File: src/rtl/sfp_norm_seq.sv
// Normalization sequencer: loads N elements, sums them, then issues one
// divide (element << FRAC) / sum per element and streams the quotients out.
module sfp_norm_seq #(
  parameter int N    = 8,
  parameter int FRAC = 8,
  parameter int W    = 20,
  localparam int IDX_W = $clog2(N)
) (
  input  logic             clk,
  input  logic             rst,
  input  logic             in_valid,
  input  logic [W-1:0]     in_data,
  output logic             in_ready,
  output logic             div_strt_pulse,
  input  logic             div_busy,
  input  logic             div_valid,
  output logic [W-1:0]     div_div,
  output logic [W-1:0]     div_dis,
  input  logic [W-1:0]     div_ans,
  output logic             out_valid,
  output logic [W-1:0]     out_data,
  output logic [IDX_W-1:0] out_idx,
  output logic             out_last,
  input  logic             out_ready,
  output logic             ovf
);

  localparam logic [1:0] S_LOAD  = 2'd0;
  localparam logic [1:0] S_ISSUE = 2'd1;
  localparam logic [1:0] S_WAIT  = 2'd2;
  localparam logic [1:0] S_OUT   = 2'd3;

  // Shift headroom covers the largest supported FRAC.
  localparam int          XW    = W + 12;
  localparam logic [W-1:0] SAT  = '1;
  localparam logic [IDX_W-1:0] LAST = IDX_W'(N - 1);

  logic [1:0]              state_q, state_d;
  logic [IDX_W-1:0]        cnt_q, cnt_d;
  logic [IDX_W-1:0]        idx_q, idx_d;
  logic [W-1:0]            sum_q, sum_d;
  logic [N-1:0][W-1:0]     elem_q, elem_d;
  logic                    ovf_q, ovf_d;
  logic [W-1:0]            dd_q, dd_d;
  logic [W-1:0]            ds_q, ds_d;
  logic                    strt_q, strt_d;
  logic [W-1:0]            res_q, res_d;

  logic [W:0]              sum_ext;
  logic [W-1:0]            cur;
  logic [XW-1:0]           wide;
  logic                    scl_ovf;
  logic                    unused_busy;

  assign unused_busy = div_busy;

  assign sum_ext = {1'b0, sum_q} + {1'b0, in_data};
  assign cur     = elem_q[idx_q];
  assign wide    = XW'(cur) << FRAC;
  assign scl_ovf = |wide[XW-1:W];

  always_comb begin
    state_d = state_q;
    cnt_d   = cnt_q;
    idx_d   = idx_q;
    sum_d   = sum_q;
    elem_d  = elem_q;
    ovf_d   = ovf_q;
    dd_d    = dd_q;
    ds_d    = ds_q;
    strt_d  = 1'b0;
    res_d   = res_q;
    case (state_q)
      S_LOAD: begin
        if (in_valid) begin
          elem_d[cnt_q] = in_data;
          if (sum_ext[W]) begin
            sum_d = SAT;
            ovf_d = 1'b1;
          end else begin
            sum_d = sum_ext[W-1:0];
          end
          cnt_d = cnt_q + 1'b1;
          if (cnt_q == LAST) begin
            state_d = S_ISSUE;
            idx_d   = '0;
            cnt_d   = '0;
          end
        end
      end
      S_ISSUE: begin
        // A zero divisor skips the divider and reports a zero quotient.
        if (sum_q == '0) begin
          res_d   = '0;
          state_d = S_OUT;
        end else begin
          dd_d = scl_ovf ? SAT : wide[W-1:0];
          if (scl_ovf) ovf_d = 1'b1;
          ds_d    = sum_q;
          strt_d  = 1'b1;
          state_d = S_WAIT;
        end
      end
      S_WAIT: begin
        if (div_valid) begin
          res_d   = div_ans;
          state_d = S_OUT;
        end
      end
      S_OUT: begin
        if (out_ready) begin
          if (idx_q == LAST) begin
            state_d = S_LOAD;
            cnt_d   = '0;
            sum_d   = '0;
            ovf_d   = 1'b0;
          end else begin
            idx_d   = idx_q + 1'b1;
            state_d = S_ISSUE;
          end
        end
      end
      default: state_d = S_LOAD;
    endcase
  end

  always_ff @(posedge clk) begin
    if (rst) begin
      state_q <= S_LOAD;
      cnt_q   <= '0;
      idx_q   <= '0;
      sum_q   <= '0;
      elem_q  <= '0;
      ovf_q   <= 1'b0;
      dd_q    <= '0;
      ds_q    <= '0;
      strt_q  <= 1'b0;
      res_q   <= '0;
    end else begin
      state_q <= state_d;
      cnt_q   <= cnt_d;
      idx_q   <= idx_d;
      sum_q   <= sum_d;
      elem_q  <= elem_d;
      ovf_q   <= ovf_d;
      dd_q    <= dd_d;
      ds_q    <= ds_d;
      strt_q  <= strt_d;
      res_q   <= res_d;
    end
  end

  assign in_ready       = (state_q == S_LOAD);
  assign div_strt_pulse = strt_q;
  assign div_div        = dd_q;
  assign div_dis        = ds_q;
  assign out_valid      = (state_q == S_OUT);
  assign out_data       = res_q;
  assign out_idx        = idx_q;
  assign out_last       = (state_q == S_OUT) && (idx_q == LAST);
  assign ovf            = ovf_q;

endmodule
File: config.mk
export PLATFORM = sky130hd
export DESIGN_NAME = sfp_norm_seq
export DESIGN_NICKNAME = d
export VERILOG_FILES = /design/src/rtl/sfp_norm_seq.sv
export SDC_FILE = /design/constraint.sdc
export NUM_CORES = 1
export LEC_CHECK = 0
export CAP_MARGIN = 20
export CORE_UTILIZATION = 59
export CTS_BUF_LIST = sky130_fd_sc_hd__clkbuf_8
export CTS_CLUSTER_DIAMETER = 150
export CTS_CLUSTER_SIZE = 10
export DETAILED_ROUTE_END_ITERATION = 10
export PLACE_DENSITY = 0.92
export SYNTH_ARGS = -nofsm -noshare
export SYNTH_HDL_FRONTEND = slang
export SYNTH_SLANG_ARGS = --single-unit
File: constraint.sdc
create_clock -name clk -period 3.5 [get_ports clk]
set_clock_uncertainty 0.2 [all_clocks]
set_input_delay 0.35 -clock clk [delete_from_list [all_inputs] [get_ports clk]]
set_output_delay 0.35 -clock clk [all_outputs]
set_load 0.03 [all_outputs]
Word level (Yosys, flattened, before mapping) --
Index checks and enable logic that the tools add are counted.
Storage, ports and cells: flip-flop bits (word level) 250, input port bits 46, output and inout port bits 68, logic and storage cells 95
Operators by class: add/subtract/negate cells 3, magnitude comparators 3, equality and inequality tests 15, mux-type cells 39, bitwise gates (word level) 2, reduce and logical (&&, ||, !) cells 16
Operators with widths (count):
- $mux W20 | 9
- $bwmux W160 | 1
- $pmux W20 S2 | 2
- $bmux W20 S3 | 1
- $demux W20 S3 | 1
- $mux W3 | 8
- $add A20 B20 Y21 | 1
- $logic_not A20 Y1 | 1
- $ne A2 B2 Y1 const B | 6
- $pmux W3 S2 | 2
- $mux W1 | 9
- $lt A3 B4 Y1 const B | 2
- $mux W2 | 4
- $ne A2 B1 Y1 const B | 4
- $pmux W2 S4 | 1
- $reduce_and A4 Y1 | 2
- $reduce_or A8 Y1 | 1
- $reduce_and A7 Y1 | 1
- $add A3 B1 Y3 const B | 2
- $eq A3 B3 Y1 const B | 2
- $reduce_and A5 Y1 | 1
- $eq A2 B2 Y1 const B | 2
- $reduce_and A2 Y1 | 2
- $reduce_bool A2 Y1 | 2
- 9 further kinds | 11

Depth between registers and ports, before layout --
Gate-level depths: netlist of the first run.
depth after elaboration 6, depth in mapped cells 11, depth with buffers taken out 9

Worst setup path before layout of the first run --
Ideal clock, no wire load.
kind in2reg, from in in_data[0], to reg sum_q[18], setup time 117 ps, data arrival time 2840 ps, data required time 3183 ps, path slack 343 ps, stages 10, path buffers 1, path through ha_1 fa_1 a211oi_1 o211ai_1 nand4_1 a21oi_1 or3_1 buf_2 or4_1 a22o_1
Between the ends: cells in the longest elaborated chain, start to end 4
Ends and longest elaborated chain:
- from (decl) | line 12 | input logic [W-1:0] in_data,
- $add A20 B20 Y21 | line 57 | assign sum_ext = {1'b0, sum_q} + {1'b0, in_data};
- $mux W20 | line 77 | if (sum_ext[W]) begin
- $mux W20 | line 75 | if (in_valid) begin
- $pmux W20 S2 | line 73 | case (state_q)
- to (signal assigned) | line 143 | sum_q <= sum_d;
- to (decl) | line 41 | logic [W-1:0] sum_q, sum_d;
Every way passes these cells. The select of a mux whose other input is x is not followed. A chain may end at the register's enable or synchronous reset.

Final worst setup path of the first run --
from reg sum_q[0], to reg sum_q[18]
Between the ends: cells in the longest elaborated chain, start to end 4
Ends and longest elaborated chain (line):
- $add A20 B20 Y21 | 57
- $mux W20 | 77
- $mux W20 | 75
- $pmux W20 S2 | 73
Every way passes these cells. The select of a mux whose other input is x is not followed.

==> impl_metrics.toml, run 1 <==
[sta]
rsz0062_at_grt = "false"
hold_violations = 0
maxSlewViolCount = 0
setup_viol_count_final = 0
relSlewSlack_pct = 38.9
setup_ws_ns = 0.352
fin_crit_ns = 3.15
max_freq_ghz = 0.318
timing.setup.tns_ns = 0
holdWs_ns = 0.122
worst_slew_pin_slew_ns = 0.916
period_share_pct = 89.9

[worst_setup_path]
end_kind = "flip-flop"
path_cells = "ha_1, fa_1, a211oi_1, o211ai_1, nand4_1, a21oi_1, or3_1, or4_1, a22o_1"
r2r_end = "sum_q[18]"
crit_fanout = 4
cp.arrival_ns = 3.41
rr_worst_depth = 9
slowest_delay_ns = 0.52
cp_slowest_cell = "or4_1"
r2r_slack_ns = 0.35
start_kind = "flip-flop"
cp-endpoint = "sum_q[18]"
crit_required_ns = 3.77
critical_path_class = "flip-flop to flip-flop"
r2r_start = "sum_q[0]"
worstSetupStartpoint = "sum_q[0]"

[logic_synthesis]
async_flop_share_pct = 0
synth_ff_type = "dfxtp_1"
synth_cells = 1356
avgSynthCellArea_sq_um = 7.98
synth_fp_nets = 1431
ys_ff_latch = 243
synthDistinctLibCells = 53
synth_warnings = 0
ys_seq_area_share_pct = 45.0
synth_edf_count = 0
syn_area_sq_mm = 0.0108

[global_routing]
grt_antenna_before_repair = 0
grt-ovfl-total = 0
grt.total_usage_pct = 32.8
grt_max_degree = 98
grt_pass1_wl_mm = 48.3
grt_pass1_vias = 9670

[clock_network]
clk_path_buf_depth = 3
postCtsHoldBufs = 0
ctsResizeCount = 0
cts_setup_buffers = 0
cts_buffers = 28
insertion_delay_ns = 0.57
htreeDepth = 1
root_buffer = "clkbuf_8"
cts_tree = "yes"
cts.sinks = 243
path_clk_slew_ns = 0.08

[detailed_routing]
num_vias = 10100
drc_errors = 0
wire_per_inst_um = 18.1
postRouteAntennaNets = 0
drt_wl_total_mm = 30.2
first_pass_iters = 5
drt_iter0_drc = 954
routed_via_density = 6.06

[placed_design]
io_buffers = 112
dpl.hpwl_mm = 20.2
dp_cells = 1641
gp_congestion = 0.946
pre_cts_ws_ns = -0.0932

[floorplanning]
dieArea_sq_mm = 0.0189
die_y_um = 137
core.rowCount = 49
pin_count = 114
die_w_um = 137
core_sq_mm = 0.0180
start_util_pct = 60.2

[layout]
layout-drive-gt1-share_pct = 9.08
fin_nets = 1517
syn2layout_area_growth_pct = 16.7
stdcell_count = 1671
n_antenna_cell = 0

[power_and_ir_drop]
peakVddDrop_uv = 396
powerDensity_mw_per_mm2 = 554
p_leak_nw = 4.46
total_power_mw = 6.99

[run_status]
status = "finished clean"

[min_path]
hp-class = "input port to flip-flop"

[flow_run]
drv_cap = 0
sequential cells by signal, summed over array words and instances (netlist names):
name,flops
state_q,2
sum_q,20
out_data,20
out_idx,3
div_div,13
cnt_q,3
elem_q,160
ovf,1
div_dis,20
div_strt_pulse,1
critical path, delay by kind of cell, from the launching register on:
kind | cells | cell delay, ns
flip-flops | 1 | 0.35
AO/OA/AOI/OAI | 4 | 0.82
AND/OR/NAND/NOR | 3 | 1.05
adder cells (fa/ha/maj) | 2 | 0.63
metrics by stage:
stage / cell area, sq um / utilization (%)
global route: 12600 / 70.3
finish: 12600 / 70.3
detailed placement: 12200 / 68.0
floorplan: 10800 / -
CTS: 12600 / 70.3
global placement: 12200 / 68.0
synthesized netlist by cell type (9+ instances only):
cell type,instances,area [sq um]
nor3_1,15,75.1
dfxtp_1,243,4860
nor2_1,54,203
nand2_1,415,1560
clkbuf_2,20,100
o21ai_0,22,110
or3_1,9,56.3
a21oi_1,236,1180
clkbuf_1,85,319
ha_1,28,350
nor4_1,15,93.8
mux2i_1,14,140
nand3_1,33,165
mux4_2,24,541
a21o_1,17,128
a211oi_1,18,135
layer usage:
layer | track usage [%] | wire length (um)
met1 | 41.6 | 11600
met2 | 55.9 | 14500
met3 | 5.00 | 3020
met4 | 13.0 | 969
met5 | 0 | 0
power breakdown:
part | leakage (nW) | switching, mW | internal (mW) | total (mW)
registers | 1.97 | 0.187 | 2.98 | 3.17
logic | 2.28 | 1.29 | 0.868 | 2.16
clock network | 0.210 | 0.946 | 0.719 | 1.66
total | 4.46 | 2.43 | 4.57 | 6.99
worst min-delay path by stage:
stage | cells after the start | end | slack (ns) | start
floorplan | 2 | elem_q[58] | 0.23 | elem_q[58]
global placement | 2 | elem_q[78] | 0.24 | elem_q[78]
detailed placement | 2 | elem_q[58] | 0.24 | elem_q[58]
CTS | 2 | state_q[1] | 0.11 | rst
global route | 2 | sum_q[10] | 0.13 | rst
finish | 2 | elem_q[45] | 0.12 | rst
cells in the final DEF (no fill, tap or decap), types with 3 or more instances in the layout:
cell type,instances
o41ai_1,3
clkdlybuf4s50_1,111
mux4_2,24
o211ai_1,3
inv_1,6
o21a_1,5
xor2_1,6
nand2b_1,4
mux2i_1,14
a21oi_1,236
nand2_1,415
clkbuf_8,28
and3_1,3
a31oi_1,3
a41oi_1,3
dfxtp_1,242
nor2_1,54
a211oi_1,18
nor3_2,3
ha_1,28
or2_2,4
o21ai_0,21
a22o_1,3
a211o_1,5
a21o_1,17
o21ai_1,3
nor3_1,12
nor4_1,15
xnor2_1,5
a22oi_1,6
buf_4,63
or3_1,9
nand3_1,33
and2_1,3
nor2b_1,5
area by class of cell:
type | count | area [sq um]
Clock inverter | 2 | 17.5
Inverter | 6 | 22.5
Tap cell | 229 | 287
Fill cell | 1379 | 5340
Timing Repair Buffer | 176 | 1620
Sequential cell | 243 | 4870
Multi-Input combinational cell | 987 | 5430
Clock buffer | 28 | 385
cells by family (layout without fill, tap and decap cells):
logic type	Yosys count	count (layout)	share of synthesized area, %
multiplexers	40	40	6.50
buffers and inverters	126	212	4.98
AO/OA/AOI/OAI	337	337	17.5
flip-flops	243	243	45.0
XOR/XNOR	11	11	0.891
adder cells (fa/ha/maj)	29	29	3.42
AND/OR/NAND/NOR	570	570	21.7
No activity file was read; power rests on OpenSTA's default activity.
==> run 2: changes to the inputs <==
CTS_CLUSTER_SIZE = 40   (was 10)
==> impl_metrics.toml, run 2 (synthesis results as in run 1) <==
[global_routing]
grt_max_degree = 98
grt.total_usage_pct = 32.0
gr-usage-met3_pct = 4.45
met2_usage_pct = 54.8
grt_pass1_vias = 9421
grt-ovfl-total = 0
use_met1_pct = 41.2
grt_antenna_before_repair = 0
grt_most_used_layer = "met2"
grt_pass1_wl_mm = 47.1

[sta]
timing.setup.tns_ns = 0
fin_crit_ns = 3.12
setup_viol_count_final = 0
relSlewSlack_pct = 36.1
period_share_pct = 89.3
hold_violations = 0
maxSlewViolCount = 0
max_freq_ghz = 0.320
setup_ws_ns = 0.375
rsz0062_at_grt = "false"
worst_slew_pin_slew_ns = 0.959

[worst_setup_path]
end_kind = "flip-flop"
slowest_delay_ns = 0.52
start_kind = "flip-flop"
cp_slowest_cell = "or4_1"
cp.arrival_ns = 3.42
r2r_slack_ns = 0.38
path_cells = "ha_1, fa_1, a211oi_1, o211ai_1, nand4_1, a21oi_1, or3_1, or4_1, a22o_1"
crit_required_ns = 3.80
critical_path_class = "flip-flop to flip-flop"
crit_fanout = 4

[clock_network]
root_buffer = "clkbuf_8"
htreeDepth = 1
ctsResizeCount = 0
postCtsHoldBufs = 0
clk_path_buf_depth = 3
path_clk_slew_ns = 0.25
cts_buffers = 10
cts.sinks = 243
cts_setup_buffers = 0
cts_tree = "yes"
insertion_delay_ns = 0.55

[detailed_routing]
drc_errors = 0
wire_per_inst_um = 18.0
num_vias = 10100
first_pass_iters = 6
postRouteAntennaNets = 0
drt_iter0_drc = 1022
routed_via_density = 6.09
drt_wl_total_mm = 29.8

[min_path]
hp-class = "input port to flip-flop"

[layout]
syn2layout_area_growth_pct = 14.7
layout-drive-gt1-share_pct = 7.94
final_common_cell = "nand2_1"
fin_nets = 1499
layout_common_cells = "415 x nand2_1, 242 x dfxtp_1, 236 x a21oi_1"
largest_reg_flops = 160
fillers = 1424
design_area_sq_mm = 0.0124
largest_register = "elem_q"
stdcell_count = 1653
n_antenna_cell = 0

[floorplanning]
pin_count = 114
die_w_um = 137
start_util_pct = 60.2
core.rowCount = 49
die_y_um = 137
core_sq_mm = 0.0180
dieArea_sq_mm = 0.0189

[power_and_ir_drop]
p_leak_nw = 4.34
peakVddDrop_uv = 433
total_power_mw = 6.48
powerDensity_mw_per_mm2 = 522

[placed_design]
gp_congestion = 0.946
dp_cells = 1641
dpl.hpwl_mm = 20.2
io_buffers = 112
dpl-instance-area_sq_mm = 0.0122
pre_cts_ws_ns = -0.0932

[run_status]
status = "finished clean"

[flow_run]
drv_cap = 0
-- run 2: cell types whose count changed in the layout (fill, tap and decap cells not counted) --
cell,change
clkbuf_8,-17
clkinv_16,+1
inv_6,-2
-- run 2: per-layer routing --
metal / up-vias / share of wire [%]
li1: 4733 / -
met4: 0 / 3.2
met5: - / 0
met3: 82 / 9.1
met2: 500 / 48
met1: 4744 / 40
-- run 2: worst max-delay path, delay by kind of cell (launching register included) --
family	cells	cell delay, ns
fa+ha+maj	2	0.64
flops	1	0.39
compound gates	4	0.80
simple gates	3	1.05
-- run 2: path summary, 6_finish.rpt --
| check | from | end | depth (start not counted) |
|---|---|---|---|
| max | sum_q[0] | sum_q[18] | 9 |
| min | rst | elem_q[132] | 2 |
| max reg2reg | sum_q[0] | sum_q[18] | 9 |
| min reg2reg | out_data[18] | out_data[18] | 2 |
-- run 2: metrics by stage --
step | hold slack [ns] | utilization (%)
floorplan | 0.231 | -
finish | 0.0839 | 69.0
CTS | 0.0971 | 69.0
detailed placement | 0.243 | 68.0
global route | 0.111 | 69.0
global placement | 0.237 | 68.0
-- run 2: layout make-up --
type | instances | area, sq um | share of cell area, %
Clock buffer | 11 | 151 | 1.22
Multi-Input combinational cell | 987 | 5430 | 43.8
Tap cell | 229 | 287 | 2.31
Inverter | 6 | 22.5 | 0.182
Sequential cell | 243 | 4870 | 39.2
Timing Repair Buffer | 176 | 1620 | 13.0
Clock inverter | 1 | 30.0 | 0.242
-- run 2: power breakdown --
group / leakage, nW / total [mW] / switching, mW / internal [mW]
Sequential: 1.97 / 3.17 / 0.186 / 2.98
Combinational: 2.28 / 2.17 / 1.30 / 0.868
Clock: 0.0905 / 1.14 / 0.840 / 0.304
==> run 3: changes to the inputs <==
CELL_PAD_IN_SITES_DETAIL_PLACEMENT = 2   (was unset)
CELL_PAD_IN_SITES_GLOBAL_PLACEMENT = 2   (was unset)
CORE_UTILIZATION = 35   (was 59)
PLACE_DENSITY = 0.91   (was 0.92)
==> impl_metrics.toml, run 3 (synthesis results as in run 1) <==
[run_status]
status = "finished clean"

[layout]
fin_nets = 1497
final_common_cell = "nand2_1"
largest_reg_flops = 160
layout-drive-gt1-share_pct = 7.81
largest_register = "elem_q"
fillers = 3431
layout_common_cells = "415 x nand2_1, 242 x dfxtp_1, 236 x a21oi_1"
finish.utilization_pct = 41.3
n_antenna_cell = 0
design_area_sq_mm = 0.0126
syn2layout_area_growth_pct = 16.4

[detailed_routing]
wire_per_inst_um = 23.5
num_vias = 10400
postRouteAntennaNets = 0
routed_via_density = 5.71
drc_errors = 0
drt_iter0_drc = 522
drt_wl_total_mm = 42.8
first_pass_iters = 4

[floorplanning]
die_y_um = 178
core.rowCount = 64
start_util_pct = 35.5
dieArea_sq_mm = 0.0316
die_w_um = 178
pin_count = 114
core_sq_mm = 0.0305

[clock_network]
clk_path_buf_depth = 3
cts.sinks = 243
cts_setup_buffers = 0
cts_buffers = 10
root_buffer = "clkbuf_8"
path_clk_slew_ns = 0.26
ctsResizeCount = 0
cts_tree = "yes"
insertion_delay_ns = 0.58
postCtsHoldBufs = 0
htreeDepth = 1

[sta]
max_freq_ghz = 0.302
period_share_pct = 94.7
fin_crit_ns = 3.32
hold_violations = 0
holdWs_ns = 0.00493
rsz0062_at_grt = "false"
maxSlewViolCount = 0
worst_slew_pin_slew_ns = 1.09
relSlewSlack_pct = 27.5
timing.setup.tns_ns = 0
setup_ws_ns = 0.184
setup_viol_count_final = 0

[power_and_ir_drop]
p_comb_share_pct = 34.9
p_sw_mw = 2.60
switching_share_pct = 38.4
peakVddDrop_uv = 310
internal_power_mw = 4.16
seq_power_share_pct = 47.4
p_leak_nw = 4.33
clockPowerShare_pct = 17.8
powerDensity_mw_per_mm2 = 536

[worst_setup_path]
crit_required_ns = 3.82
path_cells = "ha_1, fa_1, a211oi_1, o211ai_1, nand4_1, a21oi_1, or3_1, or4_1, a22o_1"
cp.arrival_ns = 3.63
slowest_delay_ns = 0.53
critical_path_class = "flip-flop to flip-flop"
start_kind = "flip-flop"
crit_fanout = 4
cp_slowest_cell = "or4_1"
crit_family = "simple AND/OR/NAND/NOR gates"
r2r_slack_ns = 0.18
crit_buf_inv = 0
end_kind = "flip-flop"

[flow_run]
drv_cap = 0

[placed_design]
io_buffers = 112
gp_congestion = 0.871
pre_cts_ws_ns = -0.336
dpl.hpwl_mm = 29.6
dpl-instance-area_sq_mm = 0.0124

[global_routing]
grt_pass1_vias = 11600
grt_max_degree = 78
grt_antenna_before_repair = 0
grt-ovfl-total = 0
grt.total_usage_pct = 27.4
grt_pass1_wl_mm = 66.5

[min_path]
hp-class = "input port to flip-flop"
[run 3: changes by cell type in the layout (fill, tap and decap cells not counted), sizes merged]
cell / delta
buf: -2
[run 3: routing by layer]
layer  part of all wire, %  global-route usage [%]
met5                     0                       0
met4                   4.0                    11.5
met3                   4.3                    3.32
met2                    50                    48.9
met1                    41                    33.2
[run 3: final cells by class]
type	count	area (sq um)	area share [%]
Tap cell	396	495	3.93
Multi-Input combinational cell	987	5430	43.1
Sequential cell	243	4870	38.6
Clock buffer	11	151	1.20
Clock inverter	1	30.0	0.238
Timing Repair Buffer	174	1600	12.7
Inverter	6	22.5	0.179
[run 3: power by group through the flow]
stage	sequential (mW)	clock [mW]	combinational [mW]
after CTS	3.20	1.23	2.35
final	3.20	1.20	2.36
after global placement	3.23	0	2.16
after floorplan	3.29	0	1.34
after detailed placement	3.25	0	2.32
after global routing	3.22	1.30	2.53
[run 3: per-stage QoR]
| stage | cells | total power [mW] |
|---|---|---|
| floorplan | 1356 | 4.63 |
| global placement | 1806 | 5.38 |
| detailed placement | 1806 | 5.57 |
| CTS | 1818 | 6.77 |
| global route | 1818 | 7.06 |
| finish | 1818 | 6.75 |
[run 3: path summary, 6_finish.rpt]
check | from | endpoint | cells past startpoint
min | rst | div_strt_pulse | 2
max | sum_q[0] | sum_q[18] | 9
max reg2reg | sum_q[0] | sum_q[18] | 9
min reg2reg | div_dis[7] | div_dis[7] | 2
